<file path="config.mk">
export PLATFORM = sky130hd
export DESIGN_NAME = pe_driver_flat
export DESIGN_NICKNAME = d
export VERILOG_FILES = /design/src/rtl/pe_driver_if.sv /design/src/rtl/pe_driver.sv /design/src/flat_wrapper.sv
export SDC_FILE = /design/constraint.sdc
export NUM_CORES = 1
export LEC_CHECK = 0
export BUFFER_PORTS_ARGS = -buffer_cell sky130_fd_sc_hd__buf_4
export CAP_MARGIN = 40
export CORE_MARGIN = 4
export CORE_UTILIZATION = 59
export DETAILED_ROUTE_END_ITERATION = 10
export PLACE_DENSITY = 0.8
export RECOVER_POWER = 100
export SETUP_SLACK_MARGIN = 0.2
export SLEW_MARGIN = 20
export SYNTH_ARGS = -nofsm -noshare
export SYNTH_HDL_FRONTEND = slang
export SYNTH_SLANG_ARGS = --single-unit
</file>
<file path="constraint.sdc">
create_clock -name clk -period 4.04 [get_ports clk]
set_input_delay 0.606 -clock clk [delete_from_list [all_inputs] [get_ports clk]]
set_output_delay 0.606 -clock clk [all_outputs]
set_load 0.03 [all_outputs]
</file>
<file path="src/rtl/pe_driver_if.sv">
// Bundle of the buffer write port, PE streaming/handshake signals and the
// result port seen by one pe_driver.
interface pe_driver_if #(parameter int d_width = 32);
  logic               wr_en;
  logic               wr_sel;
  logic [2:0]         wr_addr;
  logic [d_width-1:0] wr_data;
  logic               go;
  logic               busy;
  logic               start;
  logic [d_width-1:0] iact;
  logic [d_width-1:0] weight;
  logic               load_iact;
  logic               load_weight;
  logic               done;
  logic [d_width-1:0] pe_out0, pe_out1, pe_out2;
  logic               res_valid;
  logic               res_ready;
  logic [d_width-1:0] res0, res1, res2;
  logic               err;

  modport master (
    input  wr_en, wr_sel, wr_addr, wr_data, go, load_iact, load_weight, done,
           pe_out0, pe_out1, pe_out2, res_ready,
    output busy, start, iact, weight, res_valid, res0, res1, res2, err
  );

  modport slave (
    output wr_en, wr_sel, wr_addr, wr_data, go, load_iact, load_weight, done,
           pe_out0, pe_out1, pe_out2, res_ready,
    input  busy, start, iact, weight, res_valid, res0, res1, res2, err
  );
endinterface

</file>
<file path="src/rtl/pe_driver.sv">
// Drives one PE through a 1-D convolution pass: streams the iact row then the
// kernel row, waits for done, and holds the three results behind valid/ready.
module pe_driver #(
  parameter int d_width     = 32,
  parameter int iact_size   = 5,
  parameter int kernel_size = 3,
  parameter int timeout     = 64
) (
  input logic          clk,
  input logic          rst_n,
  pe_driver_if.master  bus
);
  localparam int TW = $clog2(timeout + 1);

  typedef enum logic [2:0] {
    S_IDLE, S_SEND_IACT, S_WAIT_IACT, S_SEND_WGT, S_WAIT_WGT, S_WAIT_DONE, S_RESULT
  } state_t;

  state_t r_state, w_nxt;

  logic [iact_size-1:0][d_width-1:0]   r_ibuf;
  logic [kernel_size-1:0][d_width-1:0] r_wbuf;
  logic [2:0]         r_idx, w_idx, w_ird_addr, w_wrd_addr;
  logic               r_ld_seen, w_ld_seen;
  logic [TW-1:0]      r_wcnt;
  logic               r_start, w_start, r_busy, w_busy, r_err, w_err, r_vld, w_vld;
  logic [d_width-1:0] r_iact, w_iact, r_weight, w_weight;
  logic [d_width-1:0] r_res0, r_res1, r_res2, w_res0, w_res1, w_res2;
  logic               r_ovr_vld, r_ovr_sel;
  logic [2:0]         r_ovr_addr;
  logic [d_width-1:0] r_ovr_data;
  logic [d_width-1:0] w_irdata, w_wrdata, w_old;
  logic               w_wr_ok, w_go, w_tmo, w_abort;

  assign w_go       = (r_state == S_IDLE) && bus.go;
  assign w_wr_ok    = (r_state == S_IDLE) && bus.wr_en;
  assign w_tmo      = (r_wcnt == TW'(timeout - 1));
  assign w_ird_addr = (r_state == S_SEND_IACT) ? r_idx + 3'd1 : 3'd0;
  assign w_wrd_addr = (r_state == S_SEND_WGT)  ? r_idx + 3'd1 : 3'd0;

  // A write landing on the go edge must not leak into the pass it launches:
  // the overwritten value is kept aside and substituted on read.
  always_comb begin
    w_irdata = '0;
    w_wrdata = '0;
    w_old    = '0;
    for (int i = 0; i < iact_size; i++) begin
      if (w_ird_addr == 3'(i)) w_irdata = r_ibuf[i];
      if (!bus.wr_sel && bus.wr_addr == 3'(i)) w_old = r_ibuf[i];
    end
    for (int i = 0; i < kernel_size; i++) begin
      if (w_wrd_addr == 3'(i)) w_wrdata = r_wbuf[i];
      if (bus.wr_sel && bus.wr_addr == 3'(i)) w_old = r_wbuf[i];
    end
    if (r_ovr_vld && !r_ovr_sel && r_ovr_addr == w_ird_addr) w_irdata = r_ovr_data;
    if (r_ovr_vld &&  r_ovr_sel && r_ovr_addr == w_wrd_addr) w_wrdata = r_ovr_data;
  end

  always_comb begin
    w_nxt     = r_state;
    w_idx     = r_idx;
    w_ld_seen = r_ld_seen;
    w_start   = r_start;
    w_busy    = r_busy;
    w_err     = r_err;
    w_vld     = r_vld;
    w_iact    = r_iact;
    w_weight  = r_weight;
    w_res0    = r_res0;
    w_res1    = r_res1;
    w_res2    = r_res2;
    w_abort   = 1'b0;
    case (r_state)
      S_IDLE: if (bus.go) begin
        w_nxt     = S_SEND_IACT;
        w_start   = 1'b1;
        w_busy    = 1'b1;
        w_err     = 1'b0;
        w_idx     = '0;
        w_ld_seen = 1'b0;
        w_iact    = w_irdata;
      end
      S_SEND_IACT: begin
        if (bus.load_iact) w_ld_seen = 1'b1;
        if (r_idx == 3'(iact_size - 1)) begin
          w_ld_seen = 1'b0;
          if (r_ld_seen || bus.load_iact) begin
            w_nxt    = S_SEND_WGT;
            w_weight = w_wrdata;
            w_idx    = '0;
          end else begin
            w_nxt = S_WAIT_IACT;
          end
        end else begin
          w_iact = w_irdata;
          w_idx  = r_idx + 3'd1;
        end
      end
      S_WAIT_IACT: begin
        if (bus.load_iact) begin
          w_nxt    = S_SEND_WGT;
          w_weight = w_wrdata;
          w_idx    = '0;
        end else if (w_tmo) begin
          w_abort = 1'b1;
        end
      end
      S_SEND_WGT: begin
        if (bus.load_weight) w_ld_seen = 1'b1;
        if (r_idx == 3'(kernel_size - 1)) begin
          w_ld_seen = 1'b0;
          w_nxt     = (r_ld_seen || bus.load_weight) ? S_WAIT_DONE : S_WAIT_WGT;
        end else begin
          w_weight = w_wrdata;
          w_idx    = r_idx + 3'd1;
        end
      end
      S_WAIT_WGT: begin
        if (bus.load_weight) w_nxt = S_WAIT_DONE;
        else if (w_tmo)      w_abort = 1'b1;
      end
      S_WAIT_DONE: begin
        if (bus.done) begin
          w_nxt   = S_RESULT;
          w_res0  = bus.pe_out0;
          w_res1  = bus.pe_out1;
          w_res2  = bus.pe_out2;
          w_start = 1'b0;
          w_vld   = 1'b1;
        end else if (w_tmo) begin
          w_abort = 1'b1;
        end
      end
      S_RESULT: if (bus.res_ready) begin
        w_nxt  = S_IDLE;
        w_vld  = 1'b0;
        w_busy = 1'b0;
      end
      default: w_nxt = S_IDLE;
    endcase
    if (w_abort) begin
      w_nxt   = S_IDLE;
      w_err   = 1'b1;
      w_start = 1'b0;
      w_busy  = 1'b0;
    end
  end

  always_ff @(posedge clk or negedge rst_n) begin
    if (!rst_n) r_state <= S_IDLE;
    else        r_state <= w_nxt;
  end

  always_ff @(posedge clk or negedge rst_n) begin
    if (!rst_n) begin
      r_idx      <= '0;
      r_ld_seen  <= 1'b0;
      r_wcnt     <= '0;
      r_start    <= 1'b0;
      r_busy     <= 1'b0;
      r_err      <= 1'b0;
      r_vld      <= 1'b0;
      r_iact     <= '0;
      r_weight   <= '0;
      r_res0     <= '0;
      r_res1     <= '0;
      r_res2     <= '0;
      r_ibuf     <= '0;
      r_wbuf     <= '0;
      r_ovr_vld  <= 1'b0;
      r_ovr_sel  <= 1'b0;
      r_ovr_addr <= '0;
      r_ovr_data <= '0;
    end else begin
      r_idx     <= w_idx;
      r_ld_seen <= w_ld_seen;
      r_start   <= w_start;
      r_busy    <= w_busy;
      r_err     <= w_err;
      r_vld     <= w_vld;
      r_iact    <= w_iact;
      r_weight  <= w_weight;
      r_res0    <= w_res0;
      r_res1    <= w_res1;
      r_res2    <= w_res2;
      if (w_nxt != r_state)          r_wcnt <= '0;
      else if (r_wcnt != TW'(timeout)) r_wcnt <= r_wcnt + TW'(1);
      for (int i = 0; i < iact_size; i++)
        if (w_wr_ok && !bus.wr_sel && bus.wr_addr == 3'(i)) r_ibuf[i] <= bus.wr_data;
      for (int i = 0; i < kernel_size; i++)
        if (w_wr_ok && bus.wr_sel && bus.wr_addr == 3'(i)) r_wbuf[i] <= bus.wr_data;
      if (w_go) begin
        r_ovr_vld  <= w_wr_ok;
        r_ovr_sel  <= bus.wr_sel;
        r_ovr_addr <= bus.wr_addr;
        r_ovr_data <= w_old;
      end
    end
  end

  assign bus.start     = r_start;
  assign bus.busy      = r_busy;
  assign bus.err       = r_err;
  assign bus.res_valid = r_vld;
  assign bus.iact      = r_iact;
  assign bus.weight    = r_weight;
  assign bus.res0      = r_res0;
  assign bus.res1      = r_res1;
  assign bus.res2      = r_res2;
endmodule

</file>
<file path="src/flat_wrapper.sv">
// flat-port wrapper written by rule: the top's interface ports become plain ports
module pe_driver_flat 
#(
  parameter int d_width     = 32,
  parameter int iact_size   = 5,
  parameter int kernel_size = 3,
  parameter int timeout     = 64
)
  (clk, rst_n, bus_wr_en, bus_wr_sel, bus_wr_addr, bus_wr_data, bus_go, bus_load_iact, bus_load_weight, bus_done, bus_pe_out0, bus_pe_out1, bus_pe_out2, bus_res_ready, bus_busy, bus_start, bus_iact, bus_weight, bus_res_valid, bus_res0, bus_res1, bus_res2, bus_err);
  pe_driver_if #(.d_width(d_width)) bus_i ();
  input logic clk;
  input logic rst_n;
  input wire logic [$bits(bus_i.wr_en)-1:0] bus_wr_en;
  input wire logic [$bits(bus_i.wr_sel)-1:0] bus_wr_sel;
  input wire logic [$bits(bus_i.wr_addr)-1:0] bus_wr_addr;
  input wire logic [$bits(bus_i.wr_data)-1:0] bus_wr_data;
  input wire logic [$bits(bus_i.go)-1:0] bus_go;
  input wire logic [$bits(bus_i.load_iact)-1:0] bus_load_iact;
  input wire logic [$bits(bus_i.load_weight)-1:0] bus_load_weight;
  input wire logic [$bits(bus_i.done)-1:0] bus_done;
  input wire logic [$bits(bus_i.pe_out0)-1:0] bus_pe_out0;
  input wire logic [$bits(bus_i.pe_out1)-1:0] bus_pe_out1;
  input wire logic [$bits(bus_i.pe_out2)-1:0] bus_pe_out2;
  input wire logic [$bits(bus_i.res_ready)-1:0] bus_res_ready;
  output wire logic [$bits(bus_i.busy)-1:0] bus_busy;
  output wire logic [$bits(bus_i.start)-1:0] bus_start;
  output wire logic [$bits(bus_i.iact)-1:0] bus_iact;
  output wire logic [$bits(bus_i.weight)-1:0] bus_weight;
  output wire logic [$bits(bus_i.res_valid)-1:0] bus_res_valid;
  output wire logic [$bits(bus_i.res0)-1:0] bus_res0;
  output wire logic [$bits(bus_i.res1)-1:0] bus_res1;
  output wire logic [$bits(bus_i.res2)-1:0] bus_res2;
  output wire logic [$bits(bus_i.err)-1:0] bus_err;
  assign bus_i.wr_en = bus_wr_en;
  assign bus_i.wr_sel = bus_wr_sel;
  assign bus_i.wr_addr = bus_wr_addr;
  assign bus_i.wr_data = bus_wr_data;
  assign bus_i.go = bus_go;
  assign bus_i.load_iact = bus_load_iact;
  assign bus_i.load_weight = bus_load_weight;
  assign bus_i.done = bus_done;
  assign bus_i.pe_out0 = bus_pe_out0;
  assign bus_i.pe_out1 = bus_pe_out1;
  assign bus_i.pe_out2 = bus_pe_out2;
  assign bus_i.res_ready = bus_res_ready;
  assign bus_busy = bus_i.busy;
  assign bus_start = bus_i.start;
  assign bus_iact = bus_i.iact;
  assign bus_weight = bus_i.weight;
  assign bus_res_valid = bus_i.res_valid;
  assign bus_res0 = bus_i.res0;
  assign bus_res1 = bus_i.res1;
  assign bus_res2 = bus_i.res2;
  assign bus_err = bus_i.err;
  pe_driver #(.d_width(d_width), .iact_size(iact_size), .kernel_size(kernel_size), .timeout(timeout)) u_core (.clk(clk), .rst_n(rst_n), .bus(bus_i));
endmodule
</file>
==> PnR_summary.wiki <==
{| class="wikitable"
! Metric !! Value
|-
| Residual DRC || 0
|-
| DP HPWL || 51320 microns
|-
| RR Endpoint || u_core.bus.iact[23]
|-
| Worst-case clock skew || a little under 0.009 ns
|-
| Initial Utilization || 59.83%
|-
| Clock net sink count || roughly 470
|-
| Maximum clock path buffer count || 3
|-
| Sequential share of power || between 30% and 40%
|-
| Hold depth || 2
|-
| Remaining antenna violation count after routing || 0
|-
| Core box area || 40920 sq um
|-
| Hold/Removal Path Class || primary input to register
|-
| Number of clock buffers inserted by TritonCTS || 51
|-
| Clock network latency to the later pin of the worst-skew pair || approximately 0.60 ns
|-
| Number of cells on the worst reg-to-reg path || 8
|-
| Final Hold Viols || 0
|-
| Type of the worst setup path || register to register
|-
| Share of synthesized registers carrying an async set or reset || 100.0%
|-
| Post-Synthesis Mean Instance Area || roughly 11 sq um
|-
| Flop and latch count out of synthesis || ~470
|-
| Number of enable-type register cells in the synthesized netlist || 0
|-
| Min-Delay Startpoint || bus_pe_out0[22]
|-
| H-tree level count || 2
|-
| Storage cell area || 11790 sq um
|-
| Buffers inserted during post-CTS setup optimization || 0
|-
| Worst Hold End || u_core.bus.res0[22]
|-
| Footprint of the multi-input gates || approximately 12000 sq um
|-
| Die area || between 40000 and 50000 sq um
|-
| Most common cell after layout, fill and taps aside || dfrtp_1
|-
| Critical Path RT || about 4.5 ns
|-
| Average wire per standard cell || between 20 and 30 microns
|-
| Fill cell count || 3082
|-
| CP Max Fanout || 20
|-
| Count of synthesis-stage warnings from yosys || 0
|-
| Highest clock frequency the design can meet || around 0.28 GHz
|-
| Number of search-and-repair iterations in the first detailed-routing pass || 6
|-
| Ratio of final minimum period to clock period || approximately nine tenths
|-
| Post-cts hold buffer count || 0
|-
| Count of different cell masters after synthesis || between 70 and 80
|-
| Number of global-route vias before repair || between 20000 and 25000
|-
| Switching power || between 10 and 15 mW
|-
| IO Count || ~300
|-
| Clock power frac || about a fifth
|-
| Count of mapped cells out of synthesis || between 2000 and 2500
|-
| Leakage || around 13 nW
|-
| Areal power density over the cells || 835.8 nW/um^2
|-
| Global placement routability congestion || roughly 0.92
|-
| Nets in the synthesized netlist || around 2400
|-
| Final net count || 2619
|-
| Std cell rows || 74
|-
| Internal portion of total power || about 13 mW
|-
| Relative slew margins || -55.25%
|-
| Number of antenna violations at the first check in global routing || 2
|-
| Reg-to-reg setup timing slack || around 0.42 ns
|-
| Data arrival time of the critical path || 4.13 ns
|-
| IR Drop Worst-Case VDD || around 0.73 mV
|-
| GRT Resource Usage Total || between 30% and 40%
|-
| Setup repair after global routing missed its margin || no
|-
| Port buffer count || approximately 300
|-
| Combinational fraction of design power || ~46%
|-
| Detailed-route vias per instance || 7.088
|-
| Clock root cell || clkbuf_16
|-
| Reg clk slew, reported paths || 0.07 ns
|-
| Most frequent cells in the layout || dfrtp_1, mux2_2, nand2_1
|-
| Final setup fails || 0
|-
| Sequential-to-total area share from yosys stat || around 48%
|-
| Die outline width || ~210 microns
|-
| Crit path capture type || register
|-
| Layout overhead on the synthesized area || 16.28%
|-
| Layout cell share with drive strength beyond 1 || 30.25%
|-
| Clock tree from TritonCTS || built
|-
| Status || finished, violations left
|-
| Cts repair resizes || 0
|-
| Via total after detailed routing || around 22000
|-
| Startpoint Class || register
|-
| R2R Path Start || u_core.r_idx[0]
|-
| Maximum number of pins on one net before global-route repair || 126
|-
| Number of antenna cells inserted || 0
|-
| Pin slew with the least headroom to its limit || 2.329 ns
|-
| Post-Synthesis Cell Area || 24490 sq um
|-
| Drt initial violations || between 3000 and 4000
|-
| Switching Fraction || about 45%
|-
| Final setup TNS || 0 ns
|-
| Die Y || 211.7 microns
|-
| Top flip-flop cell by instance count after synthesis || dfrtp_1
|-
| Worst hold margin || approximately 0.24 ns
|-
| Post-layout min period || between 3 and 4 ns
|-
| Slew Viols, Final || 122
|-
| Congestion Overflow GR || 0
|-
| Global-route wire length before repair || ~130000 microns
|-
| Number of violations of the max-capacitance limit || 3
|-
| WL final || 84650 microns
|-
| Violations in the final reports || max-capacitance violations, max-slew violations
|}
-- synth_stat cells, types with 34 or more instances --
| cell type | instances | area (sq um) |
|---|---|---|
| clkbuf_1 | 140 | 525.5 |
| a31oi_1 | 62 | 387.9 |
| nor2b_1 | 39 | 244.0 |
| a22oi_1 | 64 | 480.5 |
| o21a_1 | 34 | 255.2 |
| o21ai_1 | 47 | 235.2 |
| o31ai_1 | 34 | 255.2 |
| and2_1 | 35 | 219.0 |
| o22ai_1 | 60 | 375.4 |
| dfrtp_1 | 471 | 11790 |
| a21oi_1 | 102 | 510.5 |
| nor2_1 | 57 | 214.0 |
| nand2_1 | 195 | 732.0 |
| mux2_2 | 383 | 4313 |
| o21ai_0 | 94 | 470.5 |
| buf_2 | 51 | 255.2 |
-- power groups by stage --
stage                     Sequential, mW  Clock (mW)  Combinational (mW)
after global placement              7.64           0                10.7
after global routing                7.85        5.31                11.5
after detailed placement            7.73           0                11.1
after floorplan                     8.49           0                5.98
final                               7.71        5.07                11.0
after CTS                           7.68        5.10                11.1
-- cells by family after synthesis --
kind of cell	Yosys count	share of synthesized area, %
AO/OA/AOI/OAI	743	21.20
XOR/XNOR	9	0.3526
adder cells (fa/ha/maj)	5	0.2555
buffers and inverters	231	3.975
flip-flops	471	48.13
multiplexers	387	17.83
AND/OR/NAND/NOR	417	8.247
-- worst max-delay path: stages, from the launching register on --
cell,delay [ns]
dfrtp_1,0.79
inv_2,0.32
ha_1,0.61
nand2b_1,0.18
nor3_4,0.70
buf_12,0.30
a22oi_1,0.13
a31o_2,0.29
o21ai_0,0.18
-- how the worst max path moves through the flow --
stage / from / to / slack [ns]
6_report: u_core.r_idx[0] / u_core.bus.iact[23] / 0.42
5_1_grt: u_core.r_state[2] / u_core.bus.res0[20] / 0.40
4_1_cts: u_core.r_idx[0] / u_core.bus.iact[23] / 0.87
3_5_place_dp: u_core.r_idx[0] / u_core.bus.iact[23] / 0.90
3_3_place_gp: u_core.r_idx[0] / u_core.bus.iact[11] / 1.01
2_1_floorplan: u_core.r_idx[0] / u_core.bus.iact[2] / 1.01
-- per-layer routing --
metal	GRT usage (%)	part of all wire (%)	vias up
li1	-	-	8890
met1	49.35	36	10510
met2	53.71	44	1783
met3	12.52	14	422
met4	17.66	5.4	4
met5	0	0.040	-
-- sequential cells by signal (all words and copies together), names as in the netlist, 3 cells and up --
name and cells:
u_core.bus.res1 32, u_core.r_state 3, u_core.r_idx 3, u_core.bus.res2 32, u_core.bus.weight 32, u_core.bus.iact 32, u_core.r_ovr_addr 3, u_core.r_wcnt 7
u_core.r_ovr_data 32, u_core.r_ibuf 160, u_core.r_wbuf 96, u_core.bus.res0 32
-- final cells by class --
type,instances,share of cell area [%]
clock buffer,70,5.194
clock inverter,25,1.239
inverter,9,0.1187
multi-input combinational,1561,41.44
sequential,471,41.40
tap,532,2.338
timing repair buffer,380,8.279
-- through the flow --
stage | setup WS, ns | cells | total power [mW] | util [%] | instance area, sq um
floorplan | 1.012 | 2263 | 14.48 | - | 24490
global placement | 1.008 | 2947 | 18.31 | 66.64 | 27270
detailed placement | 0.9006 | 2952 | 18.80 | 66.91 | 27380
CTS | 0.8677 | 3047 | 23.91 | 71.39 | 29210
global route | 0.4023 | 3048 | 24.61 | 69.57 | 28470
finish | 0.4156 | 3048 | 23.80 | 69.57 | 28470
Power figures use the tool's default switching activity.
